===== config.mk =====
export PLATFORM = sky130hd
export DESIGN_NAME = hamming_frame_receiver
export DESIGN_NICKNAME = d
export VERILOG_FILES = /design/src/rtl/hamming_frame_receiver_pkg.sv /design/src/rtl/hamming_frame_receiver_rx_bit_sampler.sv /design/src/rtl/hamming_frame_receiver.sv
export SDC_FILE = /design/constraint.sdc
export NUM_CORES = 1
export LEC_CHECK = 0
export ABC_AREA = 1
export ABC_CLOCK_PERIOD_IN_PS = 2300
export CAP_MARGIN = 5
export CORE_ASPECT_RATIO = 0.8
export CORE_MARGIN = 1.5
export CORE_UTILIZATION = 40
export CTS_CLUSTER_SIZE = 28
export DETAILED_ROUTE_END_ITERATION = 10
export PLACE_DENSITY = 0.57
export SLEW_MARGIN = 20
export SYNTH_ARGS = -nofsm -noshare
export SYNTH_HDL_FRONTEND = slang
export SYNTH_SLANG_ARGS = --single-unit
export TNS_END_PERCENT = 10

===== constraint.sdc =====
create_clock -name clk -period 2.3 [get_ports clk]
set_clock_uncertainty 0.1 [all_clocks]
set_input_delay 0.46 -clock clk [delete_from_list [all_inputs] [get_ports clk]]
set_output_delay 0.46 -clock clk [all_outputs]
set_load 0.03 [all_outputs]

===== src/rtl/hamming_frame_receiver_pkg.sv =====
// ----------------------------------------------------------------------------
// hamming_frame_receiver_pkg
//   Shared definitions for the inter-controller Hamming frame receiver:
//   receiver FSM state encoding, serial line levels, and the BYTES/LENG
//   derivation shared with the SerialHammingEncoder/Decoder stages.
//   No ports (package).
// ----------------------------------------------------------------------------
package hamming_frame_receiver_pkg;

    typedef enum logic [2:0] {
        ST_IDLE,
        ST_START,
        ST_DATA,
        ST_STOP,
        ST_GAP,
        ST_FLUSH
    } rx_state_t;

    localparam logic LINE_IDLE   = 1'b1;
    localparam logic START_LEVEL = 1'b0;
    localparam logic STOP_LEVEL  = 1'b1;

    // Each serial byte carries one Hamming(7,4) codeword plus a pad bit, so
    // one byte per started nibble of payload.
    function automatic int calc_bytes(input int n);
        return n / 4 + (((n % 4) != 0) ? 1 : 0);
    endfunction

    function automatic int calc_leng(input int n);
        return 8 * calc_bytes(n);
    endfunction

endpackage


===== src/rtl/hamming_frame_receiver_rx_bit_sampler.sv =====
// ----------------------------------------------------------------------------
// hamming_frame_receiver_rx_bit_sampler
//   Two-flop synchronizer for the asynchronous serial line plus the baud
//   counter that places sample points.
//
//   Ports:
//     clk       in   system clock
//     rst_n     in   asynchronous active-low reset
//     rx        in   raw serial line (idle high, asynchronous to clk)
//     restart   in   hold the baud counter at zero (no strobe while high)
//     half_bit  in   1: strobe after CLKS_PER_BIT/2 cycles (start-bit centre)
//                    0: strobe after CLKS_PER_BIT cycles (next bit centre)
//     rx_s      out  synchronized serial line
//     sample    out  one-cycle strobe marking a sample point
// ----------------------------------------------------------------------------
module hamming_frame_receiver_rx_bit_sampler
    import hamming_frame_receiver_pkg::*;
#(
    parameter int CLKS_PER_BIT = 16
) (
    input  logic clk,
    input  logic rst_n,
    input  logic rx,
    input  logic restart,
    input  logic half_bit,
    output logic rx_s,
    output logic sample
);

    localparam int CNT_W = $clog2(CLKS_PER_BIT - 1) + 1;
    localparam logic [CNT_W-1:0] FULL_LAST = CNT_W'(CLKS_PER_BIT - 1);
    localparam logic [CNT_W-1:0] HALF_LAST = CNT_W'(CLKS_PER_BIT / 2 - 1);

    logic             rx_meta;
    logic [CNT_W-1:0] baud_cnt;

    // Synchronizer resets to the idle line level so reset never looks like
    // a start bit.
    always_ff @(posedge clk or negedge rst_n) begin
        if (!rst_n) begin
            rx_meta <= LINE_IDLE;
            rx_s    <= LINE_IDLE;
        end else begin
            rx_meta <= rx;
            rx_s    <= rx_meta;
        end
    end

    assign sample = !restart && (baud_cnt == (half_bit ? HALF_LAST : FULL_LAST));

    // Counter restarts on every strobe, so consecutive strobes are exactly
    // one bit-time apart once the half-bit offset has been applied.
    always_ff @(posedge clk or negedge rst_n) begin
        if (!rst_n) begin
            baud_cnt <= '0;
        end else if (restart || sample) begin
            baud_cnt <= '0;
        end else begin
            baud_cnt <= baud_cnt + CNT_W'(1);
        end
    end

endmodule


===== src/rtl/hamming_frame_receiver.sv =====
// ----------------------------------------------------------------------------
// hamming_frame_receiver
//   UART-style receiver for the elevator inter-controller link. Collects
//   BYTES Hamming-coded bytes (start 0, 8 data LSB first, stop 1) into one
//   frame laid out as the SerialHammingEncoder produces it: the first byte
//   received lands in the top byte of frame_data. Data bit 0 of every byte
//   is a pad bit that must be 0. Stalled frames are aborted after
//   TIMEOUT_BITS idle bit-times between bytes.
//   CLKS_PER_BIT must be even and at least 4.
//
//   Ports:
//     clk          in   system clock
//     rst_n        in   asynchronous active-low reset
//     rx           in   serial line, idle high, asynchronous to clk
//     frame_data   out  last good frame (LENG bits)
//     frame_valid  out  one-cycle pulse, frame_data was updated
//     frame_err    out  one-cycle pulse, a frame was discarded
//     busy         out  high from a validated start bit until frame end/abort
// ----------------------------------------------------------------------------
module hamming_frame_receiver
    import hamming_frame_receiver_pkg::*;
#(
    parameter  int N            = 8,
    parameter  int CLKS_PER_BIT = 16,
    parameter  int TIMEOUT_BITS = 20,
    localparam int LENG         = calc_leng(N)
) (
    input  logic            clk,
    input  logic            rst_n,
    input  logic            rx,
    output logic [LENG-1:0] frame_data,
    output logic            frame_valid,
    output logic            frame_err,
    output logic            busy
);

    localparam int BYTES          = calc_bytes(N);
    localparam int TIMEOUT_CYCLES = TIMEOUT_BITS * CLKS_PER_BIT;

    localparam int BIT_CNT_W  = $clog2(7) + 1;
    localparam int BYTE_CNT_W = $clog2(BYTES - 1) + 1;
    localparam int TMO_CNT_W  = $clog2(TIMEOUT_CYCLES - 1) + 1;

    localparam logic [BIT_CNT_W-1:0]  LAST_BIT  = BIT_CNT_W'(7);
    localparam logic [BYTE_CNT_W-1:0] LAST_BYTE = BYTE_CNT_W'(BYTES - 1);
    localparam logic [TMO_CNT_W-1:0]  LAST_TMO  = TMO_CNT_W'(TIMEOUT_CYCLES - 1);

    rx_state_t             state;
    logic                  from_gap;
    logic [BIT_CNT_W-1:0]  bit_cnt;
    logic [BYTE_CNT_W-1:0] byte_cnt;
    logic [TMO_CNT_W-1:0]  timeout_cnt;
    logic [7:0]            shift_reg;
    logic [LENG-1:0]       partial_buf;
    logic [LENG-1:0]       assembled;
    logic                  pad_err;

    logic rx_s;
    logic sample;
    logic sampler_restart;
    logic half_bit;

    // The baud counter only runs while a bit is being timed. In FLUSH it
    // restarts on every low level so it strobes after one full high bit-time.
    assign sampler_restart = (state == ST_IDLE) || (state == ST_GAP) ||
                             ((state == ST_FLUSH) && (rx_s != STOP_LEVEL));
    assign half_bit        = (state == ST_START);

    hamming_frame_receiver_rx_bit_sampler #(
        .CLKS_PER_BIT (CLKS_PER_BIT)
    ) u_rx_bit_sampler (
        .clk      (clk),
        .rst_n    (rst_n),
        .rx       (rx),
        .restart  (sampler_restart),
        .half_bit (half_bit),
        .rx_s     (rx_s),
        .sample   (sample)
    );

    // Earlier bytes shift up by one byte each time a byte completes, so the
    // first byte received ends up in the most significant byte.
    always_comb begin
        assembled = (partial_buf << 8) | LENG'(shift_reg);
    end

    // Receiver FSM. Every exit that ends or abandons a frame wipes the byte
    // counter, pad error flag and partial data so nothing leaks into the
    // next frame.
    always_ff @(posedge clk or negedge rst_n) begin
        if (!rst_n) begin
            state       <= ST_IDLE;
            from_gap    <= 1'b0;
            bit_cnt     <= '0;
            byte_cnt    <= '0;
            timeout_cnt <= '0;
            shift_reg   <= '0;
            partial_buf <= '0;
            pad_err     <= 1'b0;
            frame_data  <= '0;
            frame_valid <= 1'b0;
            frame_err   <= 1'b0;
            busy        <= 1'b0;
        end else begin
            frame_valid <= 1'b0;
            frame_err   <= 1'b0;

            case (state)
                ST_IDLE: begin
                    if (rx_s == START_LEVEL) begin
                        state    <= ST_START;
                        from_gap <= 1'b0;
                        bit_cnt  <= '0;
                    end
                end

                // A start bit that is gone by mid-bit was a glitch; fall back
                // to the caller with its counters untouched.
                ST_START: begin
                    if (sample) begin
                        if (rx_s == START_LEVEL) begin
                            state   <= ST_DATA;
                            bit_cnt <= '0;
                            busy    <= 1'b1;
                        end else begin
                            state <= from_gap ? ST_GAP : ST_IDLE;
                        end
                    end
                end

                ST_DATA: begin
                    if (sample) begin
                        shift_reg <= {rx_s, shift_reg[7:1]};
                        if ((bit_cnt == '0) && (rx_s == 1'b1)) begin
                            pad_err <= 1'b1;
                        end
                        if (bit_cnt == LAST_BIT) begin
                            state   <= ST_STOP;
                            bit_cnt <= '0;
                        end else begin
                            bit_cnt <= bit_cnt + BIT_CNT_W'(1);
                        end
                    end
                end

                ST_STOP: begin
                    if (sample) begin
                        if (rx_s != STOP_LEVEL) begin
                            frame_err   <= 1'b1;
                            busy        <= 1'b0;
                            byte_cnt    <= '0;
                            pad_err     <= 1'b0;
                            shift_reg   <= '0;
                            partial_buf <= '0;
                            state       <= ST_FLUSH;
                        end else if (byte_cnt == LAST_BYTE) begin
                            if (pad_err) begin
                                frame_err <= 1'b1;
                            end else begin
                                frame_data  <= assembled;
                                frame_valid <= 1'b1;
                            end
                            busy        <= 1'b0;
                            byte_cnt    <= '0;
                            pad_err     <= 1'b0;
                            shift_reg   <= '0;
                            partial_buf <= '0;
                            state       <= ST_IDLE;
                        end else begin
                            partial_buf <= assembled;
                            byte_cnt    <= byte_cnt + BYTE_CNT_W'(1);
                            timeout_cnt <= '0;
                            state       <= ST_GAP;
                        end
                    end
                end

                // A start bit takes priority over the timeout on the same cycle.
                ST_GAP: begin
                    if (rx_s == START_LEVEL) begin
                        state    <= ST_START;
                        from_gap <= 1'b1;
                        bit_cnt  <= '0;
                    end else if (timeout_cnt == LAST_TMO) begin
                        frame_err   <= 1'b1;
                        busy        <= 1'b0;
                        byte_cnt    <= '0;
                        pad_err     <= 1'b0;
                        shift_reg   <= '0;
                        partial_buf <= '0;
                        timeout_cnt <= '0;
                        state       <= ST_IDLE;
                    end else begin
                        timeout_cnt <= timeout_cnt + TMO_CNT_W'(1);
                    end
                end

                // Wait out a broken byte until the line has been idle for a
                // whole bit-time, so its tail is not taken as a new start bit.
                ST_FLUSH: begin
                    if (sample) begin
                        state <= ST_IDLE;
                    end
                end

                default: begin
                    state <= ST_IDLE;
                end
            endcase
        end
    end

endmodule

==> reports/metrics.csv <==
metric,value,unit
power.density,989,nW/µm²
crit_fanout,27,
grtUsageTotal,0.182,
drv_cap,0,
fin_util,0.493,
worst_pin_slew,0.473,ns
setup_tns,0,ns
place_inst,504,
area_delta_synth_final,19.3,%
io_buffers,21,
grt-ovfl-total,0,
slew_headroom,0.683,
syn_avg_cell_area,8.08,µm²
crit_path_end_kind,flip-flop,
detail_route.first_pass.iterations,4,
clock_latency,0.34,ns
die_y,81.3,µm
finalNonFillerCells,522,
cts_buffers,9,
syn_inst,380,
antenna_left,0,
largest_register,frame_data,
synth_area,3070,µm²
gp_congestion,0.869,
setup_viol,0,
die_area,8210,µm²
clock_path_buffers,2,
cts-root-buf,clkbuf_8,
cts_tree,yes,
start_util,0.413,
cp.arrival,2.18,ns
nets,419,
vias,2515,
path_class,flip-flop to flip-flop,
largest_reg_flops,16,
drt-total-wl,6410,µm
drive_above_1_share,0.103,
min_path_type,flip-flop to flip-flop,
grt_pass1_wl,11300,µm
synth_edf_count,0,
ys_async_sr_fraction,1.00,
core,7430,µm²
wl_per_cell,12.3,µm
drv_slew,0,
yosysSeqAreaShare,0.506,
cts_resized,0,
fmax,491,MHz
grt_max_degree,50,
pin_count,22,
yosys_warnings,0,
die_w,101,µm
p_leak,1.73,nW
synth-seq-cells,62,
vias_per_cell,4.82,
dp_hpwl,4550,µm
remaining_drc_errors,0,
cts.clk_slew.worst_paths,0.08,ns
ctsHtreeMaxLevel,3,
hold_viol,0,
final_common_cell,nand2_1,
cp.required,2.44,ns
grt_pass1_vias,2323,
rows,28,
setup.worst_path.start_class,flip-flop,
hold_ws,0.257,ns
antenna_found_initial,0,
synthFlopType,dfrtp_1,
ff2ff_setup_slack,0.26,ns
synth_fp_nets,387,
top_regs,"frame_data: 16 flops, timeout_cnt: 10 flops",
fin_crit,2.04,ns
irDropWorstVdd,0.376,mV
layout_common_cells,"105 x nand2_1, 60 x dfrtp_1, 46 x inv_1",
num_antenna_cells,0,
outcome,"complete, no violations",
clock-sinks,62,
period_share,0.885,
synthDistinctLibCells,32,
drtIter0Drc,143,
grt_setup_unrepaired,no,
metrics by stage:
step / worst slack (ns) / area, µm² / power, mW
floorplan: 0.565 / 3070 / 2.26
global placement: 0.168 / 3420 / 2.54
detailed placement: 0.196 / 3420 / 2.54
CTS: 0.180 / 3650 / 3.63
global route: 0.0513 / 3660 / 3.92
finish: 0.264 / 3660 / 3.62
synthesized netlist by cell type, types with 7 or more instances:
cell type | number | area (µm²)
a21oi_1 | 9 | 45.0
dfrtp_1 | 60 | 1500
inv_1 | 46 | 173
nand2_1 | 105 | 394
nand3_1 | 20 | 100
nand4_1 | 13 | 81.3
nor2_1 | 34 | 128
o21a_1 | 11 | 82.6
o21ai_0 | 26 | 130
o21ai_1 | 7 | 35.0
layout make-up:
type | count | area, µm²
Clock inverter | 6 | 85.1
Multi-Input combinational cell | 259 | 1280
Sequential cell | 62 | 1550
Timing Repair Buffer | 30 | 288
Tap cell | 105 | 131
Clock buffer | 10 | 138
Fill cell | 743 | 3770
Inverter | 50 | 188
what timing repair did:
action / CTS / global route
endpoints found under the setup margin: 0 / 6
hold endpoints to repair: 13 / 0
hold buffers: 1 / 0
buffers inserted: 0 / 1
path summary, 6_finish.rpt:
| check | startpoint | end | cells after the start |
|---|---|---|---|
| min reg2reg | u_rx_bit_sampler.rx_meta | u_rx_bit_sampler.rx_s | 0 |
| max reg2reg | state[0] | frame_data[2] | 10 |
| max in group asynchronous | rst_n | u_rx_bit_sampler.rx_s | 3 |
| min | u_rx_bit_sampler.rx_meta | u_rx_bit_sampler.rx_s | 0 |
| min in group asynchronous | rst_n | frame_data[13] | 2 |
| max | state[0] | frame_data[2] | 10 |
worst max-delay path, cell delays in order (launching register included):
cell and delay (ns):
dfrtp_1 0.47, inv_1 0.06, nor2_1 0.14, nand3_1 0.09
nand2_1 0.10, nand3_2 0.19, buf_4 0.23, nor2_4 0.07
buf_4 0.27, nand2_1 0.10, o21a_1 0.11
cells by family after synthesis:
| kind of cell | synth area share |
|---|---|
| xor gates and xnor gates | 0.0143 |
| AOI/OAI and AO/OA | 0.113 |
| buffers and inverters | 0.0775 |
| DFF | 0.506 |
| and+or+nand+nor | 0.272 |
| adders and majority gates | 0.0163 |
layer usage:
metal	track usage	wire length, µm
met5	0	0
met4	0.0417	68
met3	0.0637	280
met2	0.263	2690
met1	0.262	3370
power by group:
part	internal [mW]	switching [mW]	leakage [nW]
sequential	1.28	0.153	0.838
combinational	0.355	0.742	0.786
clock	0.636	0.450	0.108
total	2.28	1.35	1.73
Power figures use the tool's default switching activity.
